`config.mk`:
```
export PLATFORM = sky130hd
export DESIGN_NAME = pop_count_enumerator
export DESIGN_NICKNAME = d
export VERILOG_FILES = /design/src/rtl/pop_count_enumerator.sv
export SDC_FILE = /design/constraint.sdc
export NUM_CORES = 1
export LEC_CHECK = 0
export BUFFER_PORTS_ARGS = -buffer_cell sky130_fd_sc_hd__buf_2
export CORE_UTILIZATION = 30
export DETAILED_ROUTE_END_ITERATION = 10
export PLACE_DENSITY = 0.49
export SYNTH_ARGS = -nofsm -noshare
export SYNTH_HDL_FRONTEND = slang
export SYNTH_SLANG_ARGS = --single-unit
```
`constraint.sdc`:
```
create_clock -name clk -period 8.6 [get_ports clk]
set_clock_uncertainty 0.2 [all_clocks]
set_input_delay 0.43 -clock clk [delete_from_list [all_inputs] [get_ports clk]]
set_output_delay 0.43 -clock clk [all_outputs]
set_load 0.02 [all_outputs]
```
`src/rtl/pop_count_enumerator.sv`:
```
// Enumerates every WIDTH-bit word with popcount k in ascending order, one per
// accepted valid/ready handshake, stepping with Gosper's next-combination rule.
module pop_count_enumerator #(
   parameter int WIDTH = 16,
   parameter int CW    = 5,
   parameter int IW    = 16
) (
   input  logic             clk,
   input  logic             rst,
   input  logic             start,
   input  logic [CW-1:0]    k,
   output logic             busy,
   output logic             out_valid,
   input  logic             out_ready,
   output logic [WIDTH-1:0] out_word,
   output logic [IW-1:0]    out_index,
   output logic             done,
   output logic             err
);

   localparam logic [0:0]      S_IDLE  = 1'b0;
   localparam logic [0:0]      S_EMIT  = 1'b1;
   localparam logic [CW-1:0]   WIDTH_C = CW'(WIDTH);
   localparam logic [WIDTH:0]  ONE_C   = {{WIDTH{1'b0}}, 1'b1};
   localparam logic [IW-1:0]   IDX_ONE = {{(IW-1){1'b0}}, 1'b1};

   logic [0:0]       state_q, state_d;
   logic [WIDTH-1:0] word_q, word_d;
   logic [WIDTH-1:0] last_q, last_d;
   logic [IW-1:0]    index_q, index_d;
   logic             done_q, done_d;
   logic             err_q, err_d;

   function automatic logic [CW-1:0] trail_zeros(input logic [WIDTH:0] c);
      logic [CW-1:0] n;
      n = {CW{1'b0}};
      for (int i = WIDTH; i >= 0; i--) begin
         if (c[i]) begin
            n = CW'(i);
         end else begin
            n = n;
         end
      end
      return n;
   endfunction

   // c isolates the lowest set bit; the carry ripples the low run of ones up
   // and the displaced ones are re-packed at the bottom by the double shift.
   function automatic logic [WIDTH-1:0] gosper_next(input logic [WIDTH-1:0] x);
      logic [WIDTH:0] xe, c, r;
      xe = {1'b0, x};
      c  = xe & (~xe + ONE_C);
      r  = xe + c;
      return WIDTH'(r | (((r ^ xe) >> 2) >> trail_zeros(c)));
   endfunction

   always_comb begin
      state_d = state_q;
      word_d  = word_q;
      last_d  = last_q;
      index_d = index_q;
      done_d  = 1'b0;
      err_d   = 1'b0;
      case (state_q)
         S_IDLE: begin
            if (start) begin
               if (k > WIDTH_C) begin
                  err_d = 1'b1;
               end else begin
                  state_d = S_EMIT;
                  word_d  = WIDTH'((ONE_C << k) - ONE_C);
                  last_d  = WIDTH'(~((ONE_C << (WIDTH_C - k)) - ONE_C));
                  index_d = {IW{1'b0}};
               end
            end else begin
               state_d = S_IDLE;
            end
         end
         S_EMIT: begin
            if (out_ready) begin
               if (word_q == last_q) begin
                  state_d = S_IDLE;
                  done_d  = 1'b1;
               end else begin
                  word_d  = gosper_next(word_q);
                  index_d = index_q + IDX_ONE;
               end
            end else begin
               state_d = S_EMIT;
            end
         end
         default: begin
            state_d = S_IDLE;
         end
      endcase
   end

   always_ff @(posedge clk or posedge rst) begin
      if (rst) begin
         state_q <= S_IDLE;
         word_q  <= {WIDTH{1'b0}};
         last_q  <= {WIDTH{1'b0}};
         index_q <= {IW{1'b0}};
         done_q  <= 1'b0;
         err_q   <= 1'b0;
      end else begin
         state_q <= state_d;
         word_q  <= word_d;
         last_q  <= last_d;
         index_q <= index_d;
         done_q  <= done_d;
         err_q   <= err_d;
      end
   end

   assign busy      = (state_q == S_EMIT);
   assign out_valid = (state_q == S_EMIT);
   assign out_word  = word_q;
   assign out_index = index_q;
   assign done      = done_q;
   assign err       = err_q;

endmodule

```
==> results of run 1 <==
-- sequential cells by signal, indices dropped and copies added, names as in the netlist --
name / flops
last_q: 16
out_index: 16
out_word: 16
busy: 1
done: 1
err: 1
-- where the power goes --
group	switching, µW	internal (µW)
combinational	647	357
clock	100	139
sequential	213	304
-- cell usage in the layout, fill, tap and decap left out, types with 6 or more instances in the layout --
master / netlist / layout
nand3_1: 28 / 28
nor2b_1: 9 / 9
o21ai_1: 7 / 7
nor2_1: 77 / 77
xor2_1: 30 / 30
inv_1: 20 / 19
nor4_1: 14 / 14
nor3_1: 21 / 21
a21o_1: 9 / 9
o21ai_0: 53 / 53
nand4_1: 9 / 9
buf_2: 13 / 44
nand2b_1: 9 / 9
and3_1: 10 / 10
o21a_1: 7 / 7
nand2_1: 86 / 86
mux2i_1: 9 / 9
a211oi_1: 10 / 10
a21oi_1: 57 / 57
o31ai_1: 6 / 6
xnor2_1: 10 / 10
buf_4: 2 / 6
ha_1: 6 / 6
dfrtp_1: 51 / 51
o211ai_1: 13 / 13
-- worst max path at each step --
stage	startpoint	to	slack, ns	cells past startpoint
CTS	out_word[0]	out_word[12]	4.76	8
global route	out_word[0]	out_word[5]	4.46	8
floorplan	k[0]	last_q[12]	5.39	12
global placement	k[1]	out_word[13]	4.58	10
finish	out_word[0]	out_word[5]	4.69	8
detailed placement	k[1]	out_word[13]	4.62	10
-- critical path, cell delays in order, from the launching register on --
cell	delay, ns
dfrtp_1	0.59
nor4_2	0.67
nand4_1	0.37
o21ai_2	0.29
o21a_1	0.62
nor3_1	0.21
a2111oi_4	0.39
nor3_1	0.10
o41ai_1	0.35
-- cell type report --
cell class / count / area [µm²] / area share (%)
Timing Repair Buffer: 50 / 265 / 4.78
Clock buffer: 5 / 125 / 2.25
Sequential cell: 51 / 1280 / 23.0
Clock inverter: 3 / 47.5 / 0.856
Inverter: 20 / 75.1 / 1.35
Tap cell: 220 / 275 / 4.96
Multi-Input combinational cell: 574 / 3490 / 62.8
-- routing by layer --
metal | track usage [%] | routed length, µm | up-vias
met2 | 33.0 | 8280 | 237
met1 | 29.0 | 8190 | 2590
met5 | 0 | 0 | -
met3 | 2.46 | 1120 | 44
li1 | - | - | 2551
met4 | 9.17 | 701 | 0
-- cells by family (layout without fill, tap and decap cells) --
kind of cell | after synthesis | in the layout | share of synthesized area, %
AND/OR/NAND/NOR | 291 | 291 | 28.2
multiplexers | 11 | 11 | 2.22
adder cells (fa/ha/maj) | 6 | 6 | 1.48
buffers and inverters | 72 | 78 | 6.09
flip-flops | 51 | 51 | 25.2
XOR/XNOR | 40 | 40 | 6.91
AO/OA/AOI/OAI | 226 | 226 | 29.9
-- stage by stage --
| stage | setup WS, ns | hold WS, ns | cells | util (%) | instance area (µm²) |
|---|---|---|---|---|---|
| 2_1_floorplan | 5.39 | 0.265 | 697 | - | 5070 |
| 3_3_place_gp | 4.58 | 0.286 | 915 | 32.6 | 5380 |
| 3_5_place_dp | 4.62 | 0.294 | 915 | 32.6 | 5380 |
| 4_1_cts | 4.76 | 0.151 | 923 | 33.6 | 5550 |
| 5_1_grt | 4.46 | 0.184 | 923 | 33.6 | 5550 |
| 6_report | 4.69 | 0.126 | 923 | 33.6 | 5550 |
==> impl_metrics.ini, run 1 <==
[floorplan]
start_util_pct = 30.7
die_area_um2 = 17400
die_h_um = 132
pin_count = 45
die_w_um = 132
placeableCoreArea_um2 = 16500
rows = 47

[yosys]
synth.top_cell.area_share_pct = 25.2
synth_edf_count = 0
synth_cells = 697
synth.net_count = 712
ys_seq_elements = 51
ys_warn_count = 0
syn_avg_cell_area_um2 = 7.28
synth_cell_types = 78
synth_top_cell_by_area = dfrtp_1
async_flop_share_pct = 100
ys_top_cells_by_area = dfrtp_1 (25%), nand2_1 (6.4%), nor2_1 (5.7%), a21oi_1 (5.6%), o21ai_0 (5.2%)
synthesis.area_um2 = 5070
yosysMostFrequentCell = nand2_1
synth_commonest_cells = nand2_1 (86), nor2_1 (77), a21oi_1 (57), o21ai_0 (53), dfrtp_1 (51)
ys_seq_area_share_pct = 25.2
ys.flop_type = dfrtp_1

[global_routing]
grt_pass1_vias = 5094
grt_usage_pct = 21.0
grt_max_degree = 52
grt_pass1_wl_um = 28900
overflow = 0
antenna_found_initial = 0

[cells_and_area]
drive_gt1_share_pct = 11.5
antennaDiodeCount = 0
syn_to_final_growth_pct = 9.45
final_nets = 717
num-fill-cells = 1782

[clock_tree]
cts.repair.resized = 0
root_buffer = clkbuf_16
clkSlewWorstSetupHoldPaths_ns = 0.08
ctsHoldBuffers = 0
worstSkewPairLatency_ns = 0.30
cts_setup_buffers = 0
cts_tree = done
numCtsBuffers = 5
cts.sinks = 51
cts_max_path_buffers = 2
h-tree-depth = 2

[setup_path]
crit_path_start_kind = flop
crit_arrival_ns = 3.89
worstSetupPathType = reg2reg
cp-end-kind = flop
r2r-start = out_word[0]
reg2reg_depth = 8
required_ns = 8.58
r2r_end = out_word[5]
cp_max_fo = 18
r2r_setup_slack_ns = 4.69

[routing]
drt_wl_total_um = 18300
drt_first_iter_violations = 602
first_pass_iters = 5
vias = 5422
viasPerCell = 5.87
detail-route-antenna-nets = 0
drt-wirelength-per-cell_um = 19.8
drc = 0

[sta]
slew_violations = 0
rsz0062_at_grt = no
fin_crit_ns = 3.91
fmax_mhz = 256
fin_crit_sh_pct = 45.5
final.setup.tns_ns = 0
relSlewSlack_pct = 17.4
hold_viol_final = 0
tightest_slew_ns = 1.23
finalSetupViolCount = 0

[placed_design]
gp_congestion = 0.942
hpwl_um = 13500
portBuffers = 44

[power_and_ir_drop]
p_leak_uw = 0.00229
total_power_uw = 1760
power.density_nw_per_um2 = 317
ir_worst_vdd_v = 0.000106

[hold_path]
hold_path.class = in2async

[run_status]
status = finished clean

[job]
maxCapViolCount = 0
No activity file was read; power rests on OpenSTA's default activity.
==> inputs of run 2 (changes only) <==
Clock period 8.6 ns to 3.9 ns, I/O delays scaled along.
==> run 2 against run 1 <==
Compared with the run above: the flow now finishes with violations (hold timing); first-iteration DRC count shrank 18%; sequential power grew 91%; register-to-register slack lost 4.2 ns; routed wire length grew 2.2%; fmax grew 16%; total power grew 130%; worst setup slack lost 4.2 ns.
==> impl_metrics.ini, run 2 (synthesized netlist as in run 1, its figures left out) <==
[setup_path]
crit_arrival_ns = 3.37
r2r-start = out_word[5]
cp-end-kind = flop
worst_path_largest_cell_delay_ns = 0.67
cp_max_fo = 16
slowest_stage = or4_4
worstSetupPathType = reg2reg
crit_start = out_word[5]
required_ns = 3.89
reg2reg_depth = 9
cpMostUsedCell = nor3_1
crit_path_start_kind = flop
crit_chain = or4_4 -> nor2_4 -> o221ai_2 -> nand3_1 -> buf_4 -> nor3_1 -> a2111oi_4 -> nor3_1 -> o41ai_1

[floorplan]
die_h_um = 132
rows = 47
die_w_um = 132
start_util_pct = 30.7
pin_count = 45
placeableCoreArea_um2 = 16500
die_area_um2 = 17400

[sta]
tightest_slew_ns = 1.08
fin_crit_ns = 3.37
whs_ns = -0.0305
relSlewSlack_pct = 27.7
finalSetupViolCount = 0
rsz0062_at_grt = no
final.setup.tns_ns = 0
fin_crit_sh_pct = 86.5
fmax_mhz = 296
slew_violations = 0
hold_viol_final = 47

[clock_tree]
cts.sinks = 51
h-tree-depth = 2
cts_setup_buffers = 0
cts_tree = done
cts_max_path_buffers = 2
numCtsBuffers = 5
root_buffer = clkbuf_16
worstSkewPairLatency_ns = 0.30
clkSlewWorstSetupHoldPaths_ns = 0.07

[global_routing]
grt_pass1_vias = 5207
grt_max_degree = 52
grt_usage_pct = 21.5
overflow = 0
grt_pass1_wl_um = 29800
antenna_found_initial = 0

[job]
maxCapViolCount = 0

[routing]
detail-route-antenna-nets = 0
drt-wirelength-per-cell_um = 19.8
first_pass_iters = 8
viasPerCell = 5.90
drc = 0
drt_first_iter_violations = 491
vias = 5566
drt_wl_total_um = 18700

[placed_design]
portBuffers = 44
hpwl_um = 14200
place_area_um2 = 5510
gp_congestion = 0.911

[power_and_ir_drop]
ir_worst_vdd_v = 0.000225
power.density_nw_per_um2 = 697
p_leak_uw = 0.00237

[cells_and_area]
syn_to_final_growth_pct = 12.2
final_area_um2 = 5690
final_nets = 737
final_cell_mix = nand2_1 (86), nor2_1 (77), a21oi_1 (57), o21ai_0 (53), dfrtp_1 (51)
drive_gt1_share_pct = 13.8
antennaDiodeCount = 0
num-fill-cells = 1799
layout_commonest_cell = nand2_1

[hold_path]
hold_path.class = in2async

[run_status]
violations = hold timing
status = finished, violations left
==> run 2: area by class of cell <==
| class | count | area, µm² | share of cell area (%) |
|---|---|---|---|
| multi-input cells | 574 | 3490 | 61.3 |
| clock buffers | 6 | 139 | 2.44 |
| inverters | 20 | 75.1 | 1.32 |
| clock inverters | 2 | 16.3 | 0.286 |
| repair buffers | 70 | 420 | 7.39 |
| flip-flops and latches | 51 | 1280 | 22.4 |
| well taps | 220 | 275 | 4.84 |
==> run 2: critical path: cells and delay by family, from the launching register on <==
family                 cells  cell delay [ns]
buffers and inverters      1             0.25
AND/OR/NAND/NOR            5             1.30
AO/OA/AOI/OAI              3             0.88
flip-flops                 1             0.62
==> run 2: report_power, final <==
part           leakage, µW  total [µW]  switching (µW)  internal (µW)
clock            0.0000731         465             208            257
sequential        0.000646         990             316            675
combinational      0.00166        2510            1630            880
==> run 2: worst paths after layout <==
check,end,slack (ns)
min,last_q[14],-0.03
min reg2reg,last_q[6],0.31
max in group asynchronous,out_word[11],2.86
max reg2reg,out_word[5],0.53
max,out_word[5],0.53
min in group clk,err,0.09
==> run 2: layer usage <==
layer  GRT usage, %  vias to the layer above  wire, µm
met1           30.5                     2681      8480
met4           7.49                        0       505
li1               -                     2596         -
met5              0                        -         0
met3           2.27                       31      1280
met2           33.8                      258      8440
==> run 2: through the flow <==
step,util [%],worst slack [ns],std cells,total power (µW)
final,34.4,0.527,943,3960
after global routing,34.4,0.208,943,4220
after CTS,34.4,0.335,943,3920
after detailed placement,33.4,0.364,933,3440
after global placement,33.4,0.476,933,3440
after floorplan,-,0.927,697,2670
==> run 2: what timing repair did <==
action | 4_1_cts | 5_1_grt
gates resized for setup | 0 | 1
hold buffers | 2 | 0
setup endpoints to repair | 0 | 1
hold endpoints to repair | 3 | 0
==> inputs of run 3 (changes only) <==
Settings changed: CORE_UTILIZATION 30 to 46, PLACE_DENSITY 0.49 to 0.67.
==> run 3 against run 2 <==
Compared with the run above: the flow now finishes without violations; first-iteration DRC count increased by 65%; fmax down 7.1%; sequential power barely moved; utilization up 18 points; final cell count is 8.6% lower; global-route usage is 10 points higher; critical path type unchanged.
==> impl_metrics.ini, run 3 (synthesized netlist as in run 1, its figures left out) <==
[clock_tree]
cts_tree = done
cts_max_path_buffers = 2
clkSlewWorstSetupHoldPaths_ns = 0.11
cts.repair.resized = 0
root_buffer = clkbuf_8
numCtsBuffers = 5
cts.sinks = 51
h-tree-depth = 2
worstSkewPairLatency_ns = 0.33
cts_setup_buffers = 0

[setup_path]
r2r_setup_slack_ns = 0.27
cp-end-kind = flop
crit_chain = or4_4 -> nor3_4 -> o41a_4 -> o21a_1 -> o21ai_0 -> a211o_1 -> a32oi_1 -> nand3_1
required_ns = 3.89
crit_path_start_kind = flop
worst_path_largest_cell_delay_ns = 0.65
reg2reg_depth = 8
r2r-start = out_word[1]
r2r_end = out_word[0]
crit_arrival_ns = 3.63
slowest_stage = or4_4
worstSetupPathType = reg2reg
cp_max_fo = 18

[power_and_ir_drop]
p_leak_uw = 0.00237
ir_worst_vdd_v = 0.000302
p_clk_share_pct = 9.2
power.density_nw_per_um2 = 684
total_power_uw = 3800
internal_power_uw = 1670
switchingPower_uw = 2120
combPwrFrac_pct = 64.3
seqPwrFrac_pct = 26.5
p_sw_share_pct = 55.9

[floorplan]
start_util_pct = 48.3
pin_count = 45
rows = 37
die_w_um = 107
die_h_um = 107
placeableCoreArea_um2 = 10500
die_area_um2 = 11500

[global_routing]
antenna_found_initial = 0
grt_usage_pct = 31.6
grt_pass1_vias = 5045
overflow = 0
grt_max_degree = 52
grt.busiest_layer = met2
grt_pass1_wl_um = 28100
grtUsageMet1_pct = 45.3
grt_util_met2_pct = 46.8
gr-usage-met3_pct = 5.65

[routing]
first_pass_iters = 5
drt-wirelength-per-cell_um = 20.3
drt_wl_total_um = 17500
detail-route-antenna-nets = 0
vias = 5578
drc = 0
drt_first_iter_violations = 809
viasPerCell = 6.47

[sta]
fin_crit_sh_pct = 93.1
fin_crit_ns = 3.63
final.setup.tns_ns = 0
hold_viol_final = 0
finalSetupViolCount = 0
tightest_slew_ns = 0.716
slew_violations = 0
worst_slack_ns = 0.268
whs_ns = 0.0200
rsz0062_at_grt = no
fmax_mhz = 275
relSlewSlack_pct = 52.3

[cells_and_area]
final_nets = 740
final_area_um2 = 5550
syn_to_final_growth_pct = 9.40
layout_commonest_cell = nand2_1
antennaDiodeCount = 0
drive_gt1_share_pct = 13.9
final_cell_mix = nand2_1 (86), nor2_1 (77), a21oi_1 (57), o21ai_0 (53), dfrtp_1 (51)

[placed_design]
place_area_um2 = 5420
hpwl_um = 13200
portBuffers = 44
dp_worst_setup_slack_ns = 0.402
gp_congestion = 0.997

[job]
maxCapViolCount = 0

[hold_path]
whs_path_depth = 3
min_from = k[4]
hold_path.class = in2reg
hold_path_end = err

[run_status]
status = finished clean
run 3: changes by cell type in the layout (fill, tap and decap cells not counted), sizes merged:
cell         delta
clkinvlp        -1
clkbuf          -1
dlygate4sd3     +1
inv             +2
buf             +2
run 3: power groups by stage:
stage          logic, µW  registers [µW]  clock network [µW]
2_1_floorplan       1730             941                   0
3_3_place_gp        2350             994                   0
3_5_place_dp        2360            1010                   0
4_1_cts             2370             995                 350
5_1_grt             2620            1030                 377
6_report            2440            1010                 349
run 3: layer usage:
metal	up-vias	wire length, µm
met5	-	0
met3	47	1730
met1	2590	7660
met4	0	591
li1	2601	-
met2	340	7490
run 3: how the worst max path moves through the flow:
| stage | from | to | cells after the start |
|---|---|---|---|
| finish | out_word[1] | out_word[0] | 8 |
| global route | out_word[6] | out_word[12] | 8 |
| CTS | out_word[1] | out_word[0] | 8 |
| detailed placement | out_word[1] | out_word[0] | 8 |
| global placement | out_word[1] | out_word[5] | 8 |
| floorplan | k[0] | last_q[12] | 12 |
run 3: final cells by class:
class / instances / area, µm²
inverters: 20 / 75.1
flip-flops and latches: 51 / 1280
repair buffers: 73 / 445
well taps: 136 / 170
clock inverters: 3 / 26.3
fillers: 1057 / 4960
multi-input cells: 574 / 3490
clock buffers: 5 / 68.8
run 3: critical path: cells and delay by family, from the launching register on:
kind             cells  cell delay [ns]
flip-flops           1             0.56
AND/OR/NAND/NOR      3             1.04
AO/OA/AOI/OAI        5             1.69
run 3: timing repair:
item,CTS,global route
hold buffers,3,0
endpoints found under the hold margin,54,0
setup endpoints to repair,0,0
run 3: through the flow:
stage	util [%]	std cells
floorplan	-	697
global placement	51.6	851
detailed placement	51.6	851
CTS	52.8	862
global route	52.8	862
finish	52.8	862
